File: src/rtl/uart_rx_if.sv
// uart_rx_if: serial input and received-byte outputs of the 8N1 UART receiver
//   rs232_rx  : serial line into the receiver, idles high
//   rx_data   : last correctly framed byte
//   rx_done   : one-cycle pulse, rx_data updated in the same cycle
//   frame_err : one-cycle pulse when the stop bit samples low
//   rx_busy   : high while a frame is being received
interface uart_rx_if;
    logic       rs232_rx;
    logic [7:0] rx_data;
    logic       rx_done;
    logic       frame_err;
    logic       rx_busy;
    modport master (input rs232_rx, output rx_data, rx_done, frame_err, rx_busy);
    modport slave  (output rs232_rx, input rx_data, rx_done, frame_err, rx_busy);
endinterface

File: src/rtl/uart_rx.sv
// uart_rx: 8N1 UART receiver, mid-bit sampling with a clk-domain baud counter
//   clk : system clock
//   rst : asynchronous active-high reset
//   bus : uart_rx_if.master (rs232_rx in; rx_data, rx_done, frame_err, rx_busy out)
module uart_rx #(
    parameter int BAUD_DIV = 868,
    parameter int HALF_DIV = BAUD_DIV / 2
) (
    input  logic       clk,
    input  logic       rst,
    uart_rx_if.master  bus
);
    localparam int CW = $clog2(BAUD_DIV);

    typedef enum logic [1:0] {IDLE, START, DATA, STOP} state_t;

    state_t        state, state_n;
    logic [CW-1:0] cnt, cnt_n;
    logic [2:0]    bit_idx, idx_n;
    logic [7:0]    shift, shift_n, data, data_n;
    logic          done, done_n, ferr, ferr_n, busy, busy_n;
    logic          rx_m, rx_s, rx_d;

    // Synchronizer resets to the idle level so releasing reset never looks like a start edge.
    always_ff @(posedge clk or posedge rst) begin
        if (rst) begin
            {rx_m, rx_s, rx_d} <= 3'b111;
            state <= IDLE;
            cnt <= '0;
            bit_idx <= '0;
            shift <= '0;
            data <= '0;
            done <= 1'b0;
            ferr <= 1'b0;
            busy <= 1'b0;
        end else begin
            {rx_m, rx_s, rx_d} <= {bus.rs232_rx, rx_m, rx_s};
            state <= state_n;
            cnt <= cnt_n;
            bit_idx <= idx_n;
            shift <= shift_n;
            data <= data_n;
            done <= done_n;
            ferr <= ferr_n;
            busy <= busy_n;
        end
    end

    always_comb begin
        state_n = state;
        cnt_n = cnt + CW'(1);
        idx_n = bit_idx;
        shift_n = shift;
        data_n = data;
        done_n = 1'b0;
        ferr_n = 1'b0;
        busy_n = busy;
        case (state)
            IDLE: begin
                cnt_n = '0;
                busy_n = rx_d && !rx_s;
                state_n = (rx_d && !rx_s) ? START : IDLE;
            end
            // A start bit that is high again at its midpoint is a glitch.
            START: if (cnt == CW'(HALF_DIV - 1)) begin
                cnt_n = '0;
                idx_n = '0;
                state_n = rx_s ? IDLE : DATA;
                busy_n = !rx_s;
            end
            DATA: if (cnt == CW'(BAUD_DIV - 1)) begin
                cnt_n = '0;
                shift_n[bit_idx] = rx_s;
                idx_n = bit_idx + 3'd1;
                state_n = (bit_idx == 3'd7) ? STOP : DATA;
            end
            // Leaving at mid-stop leaves half a bit to re-arm for a back-to-back start.
            STOP: if (cnt == CW'(BAUD_DIV - 1)) begin
                cnt_n = '0;
                state_n = IDLE;
                busy_n = 1'b0;
                data_n = rx_s ? shift : data;
                done_n = rx_s;
                ferr_n = !rx_s;
            end
            default: state_n = IDLE;
        endcase
    end

    assign bus.rx_data = data;
    assign bus.rx_done = done;
    assign bus.frame_err = ferr;
    assign bus.rx_busy = busy;
endmodule

File: src/flat_wrapper.sv
// flat-port wrapper written by rule: the top's interface ports become plain ports
module uart_rx_flat 
#(
    parameter int BAUD_DIV = 868,
    parameter int HALF_DIV = BAUD_DIV / 2
)
  (clk, rst, bus_rs232_rx, bus_rx_data, bus_rx_done, bus_frame_err, bus_rx_busy);
  uart_rx_if bus_i ();
  input  logic clk;
  input  logic rst;
  input wire logic [$bits(bus_i.rs232_rx)-1:0] bus_rs232_rx;
  output wire logic [$bits(bus_i.rx_data)-1:0] bus_rx_data;
  output wire logic [$bits(bus_i.rx_done)-1:0] bus_rx_done;
  output wire logic [$bits(bus_i.frame_err)-1:0] bus_frame_err;
  output wire logic [$bits(bus_i.rx_busy)-1:0] bus_rx_busy;
  assign bus_i.rs232_rx = bus_rs232_rx;
  assign bus_rx_data = bus_i.rx_data;
  assign bus_rx_done = bus_i.rx_done;
  assign bus_frame_err = bus_i.frame_err;
  assign bus_rx_busy = bus_i.rx_busy;
  uart_rx #(.BAUD_DIV(BAUD_DIV), .HALF_DIV(HALF_DIV)) u_core (.clk(clk), .rst(rst), .bus(bus_i));
endmodule
File: config.mk
export PLATFORM = sky130hd
export DESIGN_NAME = uart_rx_flat
export DESIGN_NICKNAME = d
export VERILOG_FILES = /design/src/rtl/uart_rx_if.sv /design/src/rtl/uart_rx.sv /design/src/flat_wrapper.sv
export SDC_FILE = /design/constraint.sdc
export NUM_CORES = 1
export LEC_CHECK = 0
export ABC_AREA = 1
export BUFFER_PORTS_ARGS = -buffer_cell sky130_fd_sc_hd__buf_4
export CAP_MARGIN = 20
export CORE_MARGIN = 4
export CORE_UTILIZATION = 30
export DETAILED_ROUTE_END_ITERATION = 10
export GPL_ROUTABILITY_DRIVEN = 0
export HOLD_SLACK_MARGIN = 0.02
export PLACE_DENSITY = 0.58
export SKIP_CTS_REPAIR_TIMING = 1
export SLEW_MARGIN = 20
export SYNTH_ARGS = -nofsm -noshare
export SYNTH_HDL_FRONTEND = slang
export SYNTH_SLANG_ARGS = --single-unit
File: constraint.sdc
create_clock -name clk -period 1.4 [get_ports clk]
set_input_delay 0.14 -clock clk [delete_from_list [all_inputs] [get_ports clk]]
set_output_delay 0.14 -clock clk [all_outputs]
set_load 0.1 [all_outputs]
Yosys cells after proc, flatten, opt, wreduce, memory -nomap -nowiden. Index checks and enable logic that the tools add are counted.

Flip-flop bits (word level): 37. Output and inout bits: 11. Logic and storage cells: 59. Input port bits: 3.

Reductions and logical operators: 12. Add/subtract/negate cells: 2. Equal/unequal tests: 9. Multiplexer cells: 23. Magnitude comparators: 2.

Operator list (number): case mux 10 bit (3 select lines) (1); 2-to-1 mux 10 bit (2); AND reduction 3 bit (4); adder 10 x 1 -> 10 bit, second input constant (1); equality test 10 bit, second input constant (1); equality test 10 x 9 -> 1 bit, second input constant (1); 2-to-1 mux 1 bit (9); bitwise mux 8 bit (1); 2-to-1 mux 2 bit (4); case mux 2 bit (4 select lines) (1); 2-to-1 mux 3 bit (2); inequality test 2 x 1 -> 1 bit, second input constant (3); case mux 3 bit (2 select lines) (1); equality test 2 bit, second input constant (2); < comparator 3 x 4 -> 1 bit, second input constant (1); adder 3 x 1 -> 3 bit, second input constant (1); demux 1 bit (select 3 bit) (1); equality test 3 bit, second input constant (1); greater-or-equal comparator 3 x 1 -> 1 bit, second input constant (1); case mux 1 bit (3 select lines) (1); nonzero test 3 bit (1); equality test 2 x 1 -> 1 bit, second input constant (1); logical AND 1 bit (2); zero test 2 bit (1); other kinds (4) (4).

Longest topological paths before layout. Gate-level depths: netlist of the first run.

Depth after elaboration: 5. Gate-level depth with buffers: 10.

Worst setup path after synthesis of the first run. No wires, ideal clock.

Path type: register -> register. From: register u_core.cnt[0]. To: register u_core.data[0] (netlist: u_core.bus.rx_data[0]). Buffers on the path: 0. Period minus slack after synthesis: 1.405 ns. Stages on the path, launching flop included: 9. Slack: -0.005 ns. Data arrival time: 1.283 ns. Path through: dfrtp_1 -> ha_1 -> nand2_1 -> nor2_1 -> nand2_1 -> nor2_4 -> nand3_4 -> nand2_1 -> nand2_1.

Longest elaborated chain between the ends: 2.

RTL lines: from (decl) (RTL line uart_rx.sv:18) `logic [CW-1:0] cnt, cnt_n;`; from (signal assigned) (RTL line uart_rx.sv:39) `cnt <= cnt_n;`; equality test 10 bit (RTL line uart_rx.sv:78) `STOP: if (cnt == CW'(BAUD_DIV - 1)) begin`; AND reduction 3 bit (no source line); to (signal assigned) (RTL line uart_rx.sv:42) `data <= data_n;`; to (decl) (RTL line uart_rx.sv:20) `logic [7:0] shift, shift_n, data, data_n;`.

No other way between the ends. A chain may end at the register's enable or synchronous reset.

Final worst setup path of the first run.
From: register u_core.cnt[0]. To: register u_core.data[2] (netlist: u_core.bus.rx_data[2]).

The elaborated chain is that of the path after synthesis.

==> impl_metrics.tcl, run 1 <==
set metrics [dict create \
    start_kind "flop" \
    hold_viol 0 \
    drtAntennaViolNets 0 \
    yosysSeqAreaShare 0.5089 \
    start_util 0.3085 \
    drv_cap 0 \
    ir_drop_v 0.0004499 \
    fin_worst_hold_slack_ns 0.3603 \
    outcome "finished, violations left" \
    utilization 0.4024 \
    diodes 0 \
    rows 28 \
    hold_path.class "reg -> reg" \
    fmax_mhz 705.6 \
    io_pins 14 \
    yosys_register_bits 37 \
    dr.pass1.iters 4 \
    slew_viol_final 0 \
    power_density_nw_per_um2 1327 \
    violations "setup timing" \
    cts_buffer_depth 2 \
    crit_arrival_ns 1.61 \
    fin_nets 267 \
    synth_cells 218 \
    clk_pin_slew_ns 0.08 \
    antenna_found_initial 0 \
    synth_area_per_cell_sq_um 8.380 \
    period_needed_ns 1.417 \
    viasPerCell 4.497 \
    dieArea_sq_um 7402 \
    grt_pass1_wl_um 6251 \
    synth_top_area_frac 0.4658 \
    grt_max_degree 38 \
    io_buffers 13 \
    clock_skew_ns 0.009424 \
    synth_common_cells "63 x nand2_1, 34 x dfrtp_1, 24 x nor2_1" \
    yosys_warnings 0 \
    avgRoutedWirePerCell_um 11.01 \
    chipWidth_um 86.04 \
    cp.required_ns 1.59 \
    synthArstFlopShare 1.000 \
    end_kind "flop" \
    grt_pass1_vias 1348 \
    ys_types 25 \
    synth_ff_type "dfrtp_1" \
    fin_ws_ns -0.01725 \
    insertion_delay_ns 0.29 \
    clockRootBuffer "clkbuf_8" \
    drt_wl_total_um 3701 \
    synth.most_common_cell "nand2_1" \
    drt_first_iter_violations 80 \
    final_layout_size_suffix_gt1_frac 0.2989 \
    leakagePower_nw 1.163 \
    worst-setup-path-type "reg -> reg" \
    drc 0 \
    synth.cell_area_sq_um 1827 \
    synth_top_area_cell "dfrtp_1" \
    chipHeight_um 86.04 \
    core_area_sq_um 5921 \
    rsz0062_at_grt "true" \
    total_power_mw 3.162 \
    grt_use_total 0.1050 \
    slew_headroom 0.7010 \
    postPlaceCellArea_sq_um 2167 \
    tightest_slew_ns 0.4484 \
    gr-total-overflow 0 \
    cts_buffers 5 \
    worst-path-max-fanout 6 \
    vias 1511 \
    cts_sinks 37 \
    cts_tree "yes" \
    area_delta_synth_final_pct 30.41 \
    synth_area_leaders "dfrtp_1 47%, nand2_1 13%, nor2_1 4.9%, nand4_1 4.5%, dfstp_2 4.3%" \
    synth_fp_nets 225 \
    stdcell_area_sq_um 2382 \
    htree_num_levels 2 \
    min_period_over_period 1.012 \
    synth_edf_count 0 \
    dp_hpwl_um 2606 \
    setup_viol 5 \
    reg2reg_slack_ns -0.02 \
]
[per-stage QoR]
step | setup TNS (ns) | instances | worst slack [ns]
floorplan | 0 | 218 | 0.002282
global placement | -0.3366 | 323 | -0.06103
detailed placement | -0.3439 | 323 | -0.04847
CTS | -0.4198 | 331 | -0.05478
global route | -1.330 | 336 | -0.1043
finish | -0.04287 | 336 | -0.01725
[cells in the final DEF, fill, tap and decap left out, types with 2 or more instances in the layout]
cell,instances
nor2_4,4
dfrtp_1,34
nand4_1,13
inv_2,4
dfstp_2,3
ha_1,3
o21ai_0,6
clkinvlp_4,2
nor3_1,3
nor2_2,5
xor2_1,2
nand3_4,3
buf_4,31
clkbuf_8,5
nand2_1,57
buf_6,2
o21ai_1,7
clkinv_1,2
dlygate4sd3_1,2
nor2_1,20
nand3_1,12
nand2_4,3
inv_1,18
nand2_2,10
[report_power, final]
group          total, mW  switching, mW  internal [mW]
registers           1.27         0.0967           1.18
clock network      0.939          0.406          0.533
logic              0.950          0.607          0.343
total               3.16           1.11           2.05
[kinds of logic (layout without fill, tap and decap cells)]
| family | after synthesis | after routing | share of synthesized area |
|---|---|---|---|
| buffers and inverters | 28 | 70 | 0.06164 |
| DFF | 37 | 37 | 0.5089 |
| adders and majority gates | 4 | 4 | 0.02740 |
| and+or+nand+nor | 131 | 132 | 0.3445 |
| xor gates and xnor gates | 3 | 3 | 0.01439 |
| AOI/OAI and AO/OA | 15 | 15 | 0.04315 |
[registers in the layout, indices dropped and copies added (netlist names), named ones only]
register	flops
u_core.cnt	10
u_core.bus.rx_data	8
u_core.shift	8
u_core.bit_idx	3
u_core.bus.frame_err	1
u_core.bus.rx_busy	1
u_core.bus.rx_done	1
u_core.rx_d	1
u_core.rx_m	1
u_core.rx_s	1
u_core.state	1
[metal layers]
layer  GRT usage  up-vias  wire, um
met3     0.02594        6       142
met2      0.1668       21      1738
li1            -      788         -
met5           0        -         0
met4     0.03885        0        67
met1      0.1380      696      1752
[area by class of cell]
class	count	area (sq um)
clock inverters	3	46.29
inverters	25	96.34
well taps	75	93.84
flip-flops and latches	37	929.6
clock buffers	5	68.82
repair buffers	36	295.3
multi-input cells	154	844.6
repair inverters	1	7.507
fillers	596	3538
[final timing paths]
kind,cells after the start,endpoint,startpoint
max,8,u_core.bus.rx_data[2]$_DFFE_PP0P_,u_core.cnt[0]$_DFF_PP0_
min,0,u_core.rx_s$_DFF_PP1_,u_core.rx_m$_DFF_PP1_
max reg2reg,8,u_core.bus.rx_data[2]$_DFFE_PP0P_,u_core.cnt[0]$_DFF_PP0_
min reg2reg,0,u_core.rx_s$_DFF_PP1_,u_core.rx_m$_DFF_PP1_
max in group asynchronous,4,u_core.rx_d$_DFF_PP1_,rst
min in group asynchronous,4,u_core.cnt[4]$_DFF_PP0_,rst
[critical path, cell delays in order, from the launching register on]
cell     delay [ns]
dfrtp_1        0.38
ha_2           0.22
nand2_4        0.07
nor2_2         0.09
nand2_2        0.08
nor2_4         0.21
nand3_4        0.13
nand2_1        0.09
nand2_1        0.04
No activity file was read; power rests on OpenSTA's default activity.
==> inputs of run 2 (changes only) <==
--- a/config.mk
+++ b/config.mk
@@ -5,7 +5,6 @@
 export SDC_FILE = /design/constraint.sdc
 export NUM_CORES = 1
 export LEC_CHECK = 0
-export ABC_AREA = 1
 export BUFFER_PORTS_ARGS = -buffer_cell sky130_fd_sc_hd__buf_4
 export CAP_MARGIN = 20
 export CORE_MARGIN = 4
==> run 2 against run 1 <==
Net effect:
- the run still ends with setup timing left
- area after synthesis decreased by 5.5%
- worst setup slack lost 0.37 ns
- non-clock buffer count is 7 higher
- global-route usage down 0.48 points
- first-iteration DRC count shrank 34%
- critical endpoint is now u_core.shift[2]$_DFFE_PP0P_
- count of clock-buffer cells in the layout up 2
- synthesized cell count fell by 35%
- via count shrank 16%
- core utilization grew 2.5 points
- final cell count decreased by 23%
- combinational power fell by 29%
- worst hold slack lost 0.0032 ns
==> impl_metrics.tcl, run 2 <==
set metrics [dict create \
    outcome "finished, violations left" \
    violations "setup timing" \
    drt_wl_total_um 3558 \
    crit_arrival_ns 1.96 \
    period_needed_ns 1.789 \
    cp.depth 5 \
    synth_edf_count 0 \
    viasPerCell 4.896 \
    drtAntennaViolNets 0 \
    vias 1273 \
    grt_pass1_vias 1245 \
    worst-path-max-fanout 4 \
    top_layer_used "met4" \
    path_cells "ha_2, and4bb_2, nand4_1, nor4b_2, mux2_2" \
    n_fill_cell 527 \
    dieArea_sq_um 7033 \
    slew_headroom 0.6873 \
    cts_tree "yes" \
    chipWidth_um 83.87 \
    critPathTopFamily "simple AND/OR/NAND/NOR gates" \
    synth_cells 142 \
    drv_cap 0 \
    leakagePower_nw 1.101 \
    endpoint "u_core.shift[2]$_DFFE_PP0P_" \
    slowest_stage "dfrtp_1" \
    utilization 0.4273 \
    htree_num_levels 2 \
    fmax_mhz 558.9 \
    synth_top_area_frac 0.4928 \
    rsz0062_at_grt "true" \
    hold_viol 0 \
    largest_reg_flops 10 \
    synth_fp_nets 149 \
    r2r_end "u_core.shift[2]$_DFFE_PP0P_" \
    tns_ns -8.330 \
    fin_nets 194 \
    wl_met1_um 1530 \
    reg2reg_slack_ns -0.39 \
    start_util 0.3117 \
    clock_skew_ns 0.005805 \
    final_cell_mix "36 x buf_4, 34 x dfrtp_1, 15 x nor2_1, 12 x mux2_2, 7 x nand4_1" \
    synth_top_area_cell "dfrtp_1" \
    cts_sinks 37 \
    synth_ff_type "dfrtp_1" \
    core_area_sq_um 5540 \
    cts_buffer_depth 2 \
    synth.most_common_cell "dfrtp_1" \
    cp.required_ns 1.57 \
    dr.pass1.iters 4 \
    synth_common_cells "34 x dfrtp_1, 15 x nor2_1, 14 x mux2_2" \
    cpPeakStageDelay_ns 0.37 \
    met2_length_um 1867 \
    dp_hpwl_um 2407 \
    critPathBufInv 0 \
    tightest_slew_ns 0.4691 \
    insertion_delay_ns 0.28 \
    synthArstFlopShare 1.000 \
    wl_met3_um 103 \
    reg2reg_depth 5 \
    worst-setup-path-type "reg -> reg" \
    antenna_found_initial 0 \
    final_layout_size_suffix_gt1_frac 0.4734 \
    clockRootBuffer "clkbuf_8" \
    start_kind "flop" \
    rows 27 \
    synth.cell_area_sq_um 1727 \
    synth_area_per_cell_sq_um 12.16 \
    clk_pin_slew_ns 0.07 \
    drc 0 \
    ir_drop_v 0.0004190 \
    diodes 0 \
    grt_max_degree 38 \
    fin_worst_hold_slack_ns 0.3571 \
    ys_types 39 \
    end_kind "flop" \
    synth_area_leaders "dfrtp_1 49%, mux2_2 9.1%, dfstp_2 4.6%, nor2_1 3.3%, xor2_1 3.0%" \
    drt_first_iter_violations 53 \
    slew_viol_final 0 \
    cts_buffers 5 \
    setup_viol 34 \
    min_period_over_period 1.278 \
    top_register "u_core.cnt" \
    yosys_register_bits 37 \
    io_pins 14 \
    startpoint "u_core.cnt[1]$_DFF_PP0_" \
    fin_ws_ns -0.3891 \
    power_density_nw_per_um2 1103 \
    io_buffers 13 \
    avgRoutedWirePerCell_um 13.68 \
    layout_commonest_cell "buf_4" \
    gr-total-overflow 0 \
    grt_pass1_wl_um 5664 \
    rr_startpoint "u_core.cnt[1]$_DFF_PP0_" \
    area_delta_synth_final_pct 37.10 \
    hold_path.class "reg -> reg" \
    yosys_warnings 0 \
    yosysSeqAreaShare 0.5384 \
    grt_use_total 0.1002 \
    chipHeight_um 83.87 \
]
## run 2: cell count changes after synthesis, sizes merged, moves of 4 or more
cell,delta
nor2,-14
nand3,-11
o21ai,-13
inv,-19
nand4,-5
mux2,+16
xor2,+4
nand2,-65
## run 2: final cells by class
| type | instances | area (sq um) | area share |
|---|---|---|---|
| Sequential cell | 37 | 929.6 | 0.3927 |
| Multi-Input combinational cell | 96 | 904.6 | 0.3821 |
| Timing Repair Buffer | 43 | 346.6 | 0.1464 |
| Tap cell | 72 | 90.09 | 0.03805 |
| Clock buffer | 7 | 76.32 | 0.03224 |
| Inverter | 4 | 15.01 | 0.006342 |
| Clock inverter | 1 | 5.005 | 0.002114 |
## run 2: layer usage
metal,vias up,global-route usage
met3,7,0.03159
li1,611,-
met5,-,0
met1,637,0.1113
met4,0,0.04094
met2,18,0.1764
## run 2: cells by family after synthesis
family	after synthesis	synth area share
xor+xnor	8	0.04058
fa+ha+maj	4	0.02899
compound gates	13	0.05073
mux	17	0.1174
buf+inv	10	0.02609
flops	37	0.5384
simple gates	53	0.1978
## run 2: per-stage QoR
step / total power, mW / area (sq um) / setup slack (ns) / instances
2_1_floorplan: 1.564 / 1750 / -0.3200 / 142
3_3_place_gp: 1.741 / 2092 / -0.3528 / 246
3_5_place_dp: 1.768 / 2092 / -0.3794 / 246
4_1_cts: 2.485 / 2173 / -0.3888 / 254
5_1_grt: 2.759 / 2367 / -0.4542 / 260
6_report: 2.612 / 2367 / -0.3891 / 260
## run 2: worst min path at each step
stage	from	endpoint	slack (ns)	cells past startpoint
finish	u_core.rx_m$_DFF_PP1_	u_core.rx_s$_DFF_PP1_	0.36	0
CTS	bus_rs232_rx	u_core.rx_m$_DFF_PP1_	-0.05	1
global placement	bus_rs232_rx	u_core.rx_m$_DFF_PP1_	0.25	1
global route	u_core.rx_m$_DFF_PP1_	u_core.rx_s$_DFF_PP1_	0.36	0
detailed placement	bus_rs232_rx	u_core.rx_m$_DFF_PP1_	0.25	1
floorplan	bus_rs232_rx	u_core.rx_m$_DFF_PP1_	0.14	0
## run 2: where the power goes
part / switching (mW) / internal, mW / leakage [nW]
sequential: 0.0710 / 1.16 / 0.495
combinational: 0.371 / 0.308 / 0.563
clock: 0.353 / 0.349 / 0.0422
